## config.mk

```make
export PLATFORM = sky130hd
export DESIGN_NAME = usb_prot_ctrl
export DESIGN_NICKNAME = d
export VERILOG_FILES = /design/src/rtl/usb_pkg.sv /design/src/rtl/usb_timeout_cnt.sv /design/src/rtl/usb_prot_ctrl.sv
export SDC_FILE = /design/constraint.sdc
export NUM_CORES = 1
export LEC_CHECK = 0
export ABC_AREA = 1
export BUFFER_PORTS_ARGS = -buffer_cell sky130_fd_sc_hd__clkbuf_2
export CAP_MARGIN = 30
export CORE_MARGIN = 2
export CORE_UTILIZATION = 40
export CTS_CLUSTER_DIAMETER = 60
export DETAILED_ROUTE_END_ITERATION = 6
export SLEW_MARGIN = 20
export SYNTH_ARGS = -nofsm -noshare
export SYNTH_HDL_FRONTEND = slang
export SYNTH_SLANG_ARGS = --single-unit
```

## constraint.sdc

```tcl
create_clock -name clk -period 2.8 [get_ports clk]
set_input_delay 0.28 -clock clk [delete_from_list [all_inputs] [get_ports clk]]
set_output_delay 0.28 -clock clk [all_outputs]
set_load 0.01 [all_outputs]
```

## src/rtl/usb_pkg.sv

```systemverilog
// usb_pkg: shared types and constants for the USB protocol controller.
//   usb_pid_t    - 3-bit decoded PID encoding shared by RX, TX and the controller
//   ctrl_state_t - protocol controller phase
//   BUF_DEPTH    - default data buffer capacity in bytes
//   helpers      - PID class tests and buffer-ownership decode per state
package usb_pkg;

  localparam int BUF_DEPTH = 64;

  typedef enum logic [2:0] {
    PID_NONE  = 3'd0,
    PID_OUT   = 3'd1,
    PID_IN    = 3'd2,
    PID_DATA0 = 3'd3,
    PID_DATA1 = 3'd4,
    PID_ACK   = 3'd5,
    PID_NAK   = 3'd6,
    PID_STALL = 3'd7
  } usb_pid_t;

  typedef enum logic [2:0] {
    ST_IDLE,
    ST_RX_ACTIVE,
    ST_TX_START,
    ST_TX_ACTIVE,
    ST_WAIT_HS,
    ST_ERROR
  } ctrl_state_t;

  function automatic logic is_handshake(usb_pid_t pid);
    return (pid == PID_ACK) || (pid == PID_NAK) || (pid == PID_STALL);
  endfunction

  function automatic logic is_data(usb_pid_t pid);
    return (pid == PID_DATA0) || (pid == PID_DATA1);
  endfunction

  // Buffer owned by the USB side whenever a packet phase is in progress.
  function automatic logic usb_owns(ctrl_state_t s);
    return (s == ST_RX_ACTIVE) || (s == ST_TX_START) ||
           (s == ST_TX_ACTIVE) || (s == ST_WAIT_HS);
  endfunction

endpackage

```

## src/rtl/usb_timeout_cnt.sv

```systemverilog
// usb_timeout_cnt: loadable up-counter that saturates at all-ones.
//   clk   - system clock
//   rst   - synchronous active-high reset, count -> 0
//   load  - synchronous clear to 0 (priority over en)
//   en    - count up by one, holding at the maximum value
//   count - current count
module usb_timeout_cnt #(
  parameter int WIDTH = 8
) (
  input  logic             clk,
  input  logic             rst,
  input  logic             load,
  input  logic             en,
  output logic [WIDTH-1:0] count
);

  always_ff @(posedge clk) begin
    if (rst || load) begin
      count <= '0;
    end else if (en && (count != '1)) begin
      count <= count + WIDTH'(1);
    end
  end

endmodule

```

## src/rtl/usb_prot_ctrl.sv

```systemverilog
// usb_prot_ctrl: sequences the shared USB data buffer between RX, TX and host.
// Optional feature macro: USB_NAK_RETRY_EN (NAK after a DATA packet relaunches
// the same DATA PID up to 3 times, the 4th NAK is an error).
//   clk, rst                 - clock, synchronous active-high reset
//   rx_packet                - decoded PID from RX
//   rx_data_ready            - RX packet complete pulse
//   rx_transfer_active       - RX packet in progress
//   rx_error                 - RX error pulse
//   tx_transfer_active       - TX serializer busy
//   tx_error                 - TX error pulse
//   buffer_occupancy         - bytes in buffer
//   host_tx_req, host_tx_pid - host send request and PID
//   host_ack_clr             - host clears rx_done / ctrl_error
//   tx_packet, tx_start      - PID to TX and launch pulse
//   clear                    - buffer flush pulse
//   d_mode                   - buffer owner (0 host, 1 USB)
//   host_busy                - controller not idle
//   rx_pid_latched, rx_size  - PID and size of last good RX packet
//   rx_done, ctrl_error      - sticky status / error flags
module usb_prot_ctrl
  import usb_pkg::*;
#(
  parameter int BUF_DEPTH      = usb_pkg::BUF_DEPTH,
  parameter int TIMEOUT_CYCLES = 150,
  parameter int TX_START_WAIT  = 8
) (
  input  logic       clk,
  input  logic       rst,
  input  logic [2:0] rx_packet,
  input  logic       rx_data_ready,
  input  logic       rx_transfer_active,
  input  logic       rx_error,
  input  logic       tx_transfer_active,
  input  logic       tx_error,
  input  logic [6:0] buffer_occupancy,
  input  logic       host_tx_req,
  input  logic [2:0] host_tx_pid,
  input  logic       host_ack_clr,
  output logic [2:0] tx_packet,
  output logic       tx_start,
  output logic       clear,
  output logic       d_mode,
  output logic       host_busy,
  output logic [2:0] rx_pid_latched,
  output logic [6:0] rx_size,
  output logic       rx_done,
  output logic       ctrl_error
);

  localparam int CNT_MAX = (TIMEOUT_CYCLES > TX_START_WAIT) ? TIMEOUT_CYCLES : TX_START_WAIT;
  localparam int CNT_W   = $clog2(CNT_MAX + 1);

  ctrl_state_t      state;
  logic [CNT_W-1:0] cnt;
  logic             cnt_load;
  logic             cnt_en;

`ifdef USB_NAK_RETRY_EN
  logic [1:0] retry_cnt;
  logic       from_hs;
`endif

  // One counter serves both timed states; it is held at zero elsewhere so
  // it always starts from 0 on entry.
  always_comb begin
    cnt_en   = (state == ST_TX_START) || (state == ST_WAIT_HS);
    cnt_load = !cnt_en;
  end

  usb_timeout_cnt #(
    .WIDTH(CNT_W)
  ) u_cnt (
    .clk  (clk),
    .rst  (rst),
    .load (cnt_load),
    .en   (cnt_en),
    .count(cnt)
  );

  // State and the state-derived outputs move together so they stay registered.
  task automatic goto_state(input ctrl_state_t s);
    state     <= s;
    d_mode    <= usb_owns(s);
    host_busy <= (s != ST_IDLE);
    if (s == ST_ERROR) ctrl_error <= 1'b1;
  endtask

  task automatic latch_rx();
    rx_pid_latched <= rx_packet;
    rx_size        <= buffer_occupancy;
    rx_done        <= 1'b1;
  endtask

  always_ff @(posedge clk) begin
    if (rst) begin
      state          <= ST_IDLE;
      tx_packet      <= PID_NONE;
      tx_start       <= 1'b0;
      clear          <= 1'b0;
      d_mode         <= 1'b0;
      host_busy      <= 1'b0;
      rx_pid_latched <= '0;
      rx_size        <= '0;
      rx_done        <= 1'b0;
      ctrl_error     <= 1'b0;
`ifdef USB_NAK_RETRY_EN
      retry_cnt      <= '0;
      from_hs        <= 1'b0;
`endif
    end else begin
      tx_start <= 1'b0;
      clear    <= 1'b0;
      // Any flag set later in this block takes precedence over the host clear.
      if (host_ack_clr) begin
        rx_done    <= 1'b0;
        ctrl_error <= 1'b0;
      end

      case (state)
        ST_IDLE: begin
`ifdef USB_NAK_RETRY_EN
          from_hs <= 1'b0;
`endif
          if (rx_transfer_active) begin
            if (host_tx_req) ctrl_error <= 1'b1;
            goto_state(ST_RX_ACTIVE);
          end else if (host_tx_req) begin
            tx_packet <= host_tx_pid;
            tx_start  <= 1'b1;
            // Only handshakes flush: a DATA send must keep the buffered payload.
            clear     <= is_handshake(usb_pid_t'(host_tx_pid));
`ifdef USB_NAK_RETRY_EN
            retry_cnt <= '0;
`endif
            goto_state(ST_TX_START);
          end
        end

        ST_RX_ACTIVE: begin
          if (rx_error || (buffer_occupancy > 7'(BUF_DEPTH))) begin
            clear <= rx_error;
            goto_state(ST_ERROR);
          end else if (rx_data_ready) begin
`ifdef USB_NAK_RETRY_EN
            if (from_hs && (rx_packet == PID_NAK)) begin
              if (retry_cnt == 2'd3) begin
                goto_state(ST_ERROR);
              end else begin
                retry_cnt <= retry_cnt + 2'd1;
                tx_start  <= 1'b1;
                goto_state(ST_TX_START);
              end
            end else begin
              latch_rx();
              goto_state(ST_IDLE);
            end
`else
            latch_rx();
            goto_state(ST_IDLE);
`endif
          end
        end

        ST_TX_START: begin
          if (tx_transfer_active) begin
            goto_state(ST_TX_ACTIVE);
          end else if (cnt == CNT_W'(TX_START_WAIT - 1)) begin
            goto_state(ST_ERROR);
          end
        end

        ST_TX_ACTIVE: begin
          if (tx_error) begin
            goto_state(ST_ERROR);
          end else if (!tx_transfer_active) begin
            if (is_data(usb_pid_t'(tx_packet))) goto_state(ST_WAIT_HS);
            else                                goto_state(ST_IDLE);
          end
        end

        ST_WAIT_HS: begin
          if (cnt == CNT_W'(TIMEOUT_CYCLES - 1)) begin
            goto_state(ST_ERROR);
          end else if (rx_transfer_active) begin
`ifdef USB_NAK_RETRY_EN
            from_hs <= 1'b1;
`endif
            goto_state(ST_RX_ACTIVE);
          end
        end

        ST_ERROR: begin
          if (host_ack_clr) goto_state(ST_IDLE);
        end

        default: goto_state(ST_IDLE);
      endcase
    end
  end

endmodule

```

==> results.sh <==
export IMPL_status="completed"
export IMPL_ant_nets=0
export IMPL_ys_ff_latch=30
export IMPL_drt_first_iter_violations=75
export IMPL_drc_errors=0
export IMPL_maxCapViolations=0
export IMPL_post_drt_via_cell_ratio=4.76
export IMPL_grt_antenna_before_repair=0
export IMPL_hold_viol=0
export IMPL_coreArea_sq_um=4030
export IMPL_ys_seq_area_frac=0.356
export IMPL_grt_busiest_layer="met2"
export IMPL_layout_setup_ws_ps=1170
export IMPL_drive_above_1_share=0.256
export IMPL_ioPinCount=41
export IMPL_worstSkewPairLatency_ps=280
export IMPL_powerDensity_nw_per_um2=759
export IMPL_grt_usage=0.179
export IMPL_slowest_stage="dfxtp_1"
export IMPL_rows=23
export IMPL_post_cts_setup_buffers=0
export IMPL_crit_required_ps=2970
export IMPL_cts_made_buffers=5
export IMPL_cp_max_fo=6
export IMPL_cts_max_level=2
export IMPL_numPortBuffers=40
export IMPL_avgSynthCellArea_sq_um=6.67
export IMPL_grt_pass1_vias=1407
export IMPL_hpwl_microns=2940
export IMPL_met2_usage=0.258
export IMPL_path_clk_slew_ps=70
export IMPL_dieArea_sq_um=4760
export IMPL_setup_violations=0
export IMPL_hold_buffers=0
export IMPL_syn_instance_count=253
export IMPL_fin_crit_sh=0.582
export IMPL_grt_pass1_wl_microns=6220
export IMPL_cts_sinks=30
export IMPL_synth_xor_area_frac=0.0104
export IMPL_gp_congestion=0.894
export IMPL_cp_cell_sequence="ha_1 -> nand3_1 -> nor2_1 -> nor2_1 -> nor2_1 -> nand3_2 -> o21ai_0 -> nor2_1"
export IMPL_fmaxAchievable_mhz=613
export IMPL_grt_use_met1=0.239
export IMPL_holdCritPathClass="in2reg"
export IMPL_slowest_delay_ps=410
export IMPL_grt_max_degree=22
export IMPL_hold_start="host_tx_pid[1]"
export IMPL_final_net_count=320
export IMPL_synth_compound_area_frac=0.155
export IMPL_arrival_ps=1810
export IMPL_multi_input_area_sq_um=895
export IMPL_period_needed_ps=1630
export IMPL_dr_pass1_iters=4
export IMPL_cpMostUsedCell="nor2_1"
export IMPL_vias=1652
export IMPL_syn_area_sq_um=1690
export IMPL_syn_num_nets=277
export IMPL_critPathLaunchType="flop"
export IMPL_synthSimpleGateAreaFrac=0.350
export IMPL_yosys_warnings=0
export IMPL_r2r_start="u_cnt.count[0]"
export IMPL_start_util=0.419
export IMPL_clockBufferDepth=2
export IMPL_die_w_microns=69.0
export IMPL_crit_type="reg2reg"
export IMPL_ctsResizeCount=0
export IMPL_skew_ps=5.55
export IMPL_cts_root_buf="clkbuf_8"
export IMPL_register_area_sq_um=601
export IMPL_use_met3=0.0568
export IMPL_syn_to_final_growth_pct=20.2
export IMPL_p_leak_nw=0.936
export IMPL_synthMuxAreaShare=0
export IMPL_slew_violations=0
export IMPL_slew_headroom=0.718
export IMPL_cts_tree="done"
export IMPL_wirelength_microns=3800
export IMPL_pre_cts_slack_ps=1150
export IMPL_grt_overflow=0
export IMPL_crit_start="u_cnt.count[0]"
export IMPL_n_fill_cell=416
export IMPL_yosys_area_share_adder=0.0148
export IMPL_ir_drop_uv=360
export IMPL_final_core_util=0.503
export IMPL_setup_tns_ps=0
export IMPL_rsz0062_at_grt="false"
export IMPL_die_y_microns=69.0
export IMPL_diodes=0
export IMPL_yosysUniqueCellTypes=27
export IMPL_crit_path_end_kind="flop"
export IMPL_synth_top_family_by_area="simple AND/OR/NAND/NOR gates"
export IMPL_routedWlPerCell_microns=10.9
export IMPL_tightest_slew_ps=423
==> final timing paths <==
path | endpoint | slack, ps | cells past startpoint
setup reg to reg | d_mode | 1170 | 8
hold reg to reg | rx_size[0] | 440 | 2
hold / removal | tx_packet[1] | 230 | 3
setup / recovery | d_mode | 1170 | 8
==> placed cells by master, fill, tap and decap left out, drive strengths merged <==
cell     n
o21a     1
nand3b   1
nor3     4
ha       2
nand3   22
inv     43
nand4    2
a31oi    1
clkinv   2
o21ai   18
xor2     2
bufinv   1
nor2    36
dfxtp   30
clkbuf  45
a21oi   30
nand2   57
==> routing by layer <==
layer  vias to the layer above  wire length (microns)
met1                       697                   1910
li1                        889                      -
met4                         0                     75
met2                        57                   1530
met5                         -                      0
met3                         9                    291
==> critical path, delay by kind of cell (launching register included) <==
family	cells	cell delay, ps
compound gates	1	200
flops	1	410
fa+ha+maj	1	280
simple gates	6	620
==> synth_stat cells <==
cell type,count,area [sq um]
a21oi_1,28,140
a21oi_2,2,17.5
a31oi_1,1,6.26
buf_2,1,5.00
buf_6,2,22.5
clkbuf_1,1,3.75
dfxtp_1,30,601
ha_1,2,25.0
inv_1,36,135
inv_2,7,26.3
nand2_1,51,191
nand2_2,5,31.3
nand2_4,1,11.3
nand3_1,19,95.1
nand3_2,3,30.0
nand3b_1,1,7.51
nand4_1,1,6.26
nand4_4,1,21.3
nor2_1,28,105
nor2_2,6,37.5
nor2_4,2,22.5
nor3_1,3,15.0
nor3_4,1,16.3
o21a_1,1,7.51
o21ai_0,8,40.0
o21ai_1,10,50.1
xor2_1,2,17.5
==> metrics by stage <==
step	total power, mW	hold slack (ps)	cell area (sq um)	instances
floorplan	0.974	420	1690	253
detailed placement	1.12	438	1920	339
global placement	1.12	433	1920	339
global route	1.67	227	2030	347
CTS	1.56	222	2030	347
finish	1.54	231	2030	347
==> where the power goes <==
group          total [mW]  internal, mW  leakage, nW  switching [mW]
clock               0.431         0.262       0.0579           0.169
sequential          0.558         0.493        0.244          0.0657
combinational       0.550         0.193        0.634           0.357
total                1.54         0.947        0.936           0.592
==> area by class of cell <==
class | instances | share of cell area
Clock buffer | 5 | 0.0339
Clock inverter | 3 | 0.0197
Inverter | 43 | 0.0796
Multi-Input combinational cell | 176 | 0.441
Sequential cell | 30 | 0.296
Tap cell | 50 | 0.0308
Timing Repair Buffer | 40 | 0.0987
==> state kept, by name (all words and copies together), names as in the netlist <==
name / count
tx_start: 1
u_cnt.count: 8
state: 3
rx_done: 1
rx_pid_latched: 3
host_busy: 1
clear: 1
rx_size: 7
d_mode: 1
tx_packet: 3
ctrl_error: 1
==> cells by family (layout without fill, tap and decap cells) <==
| group | after synthesis | in the layout |
|---|---|---|
| AND/OR/NAND/NOR | 122 | 122 |
| AO/OA/AOI/OAI | 50 | 50 |
| buffers and inverters | 47 | 91 |
| flip-flops | 30 | 30 |
| adder cells (fa/ha/maj) | 2 | 2 |
| XOR/XNOR | 2 | 2 |
Power figures use the tool's default switching activity.
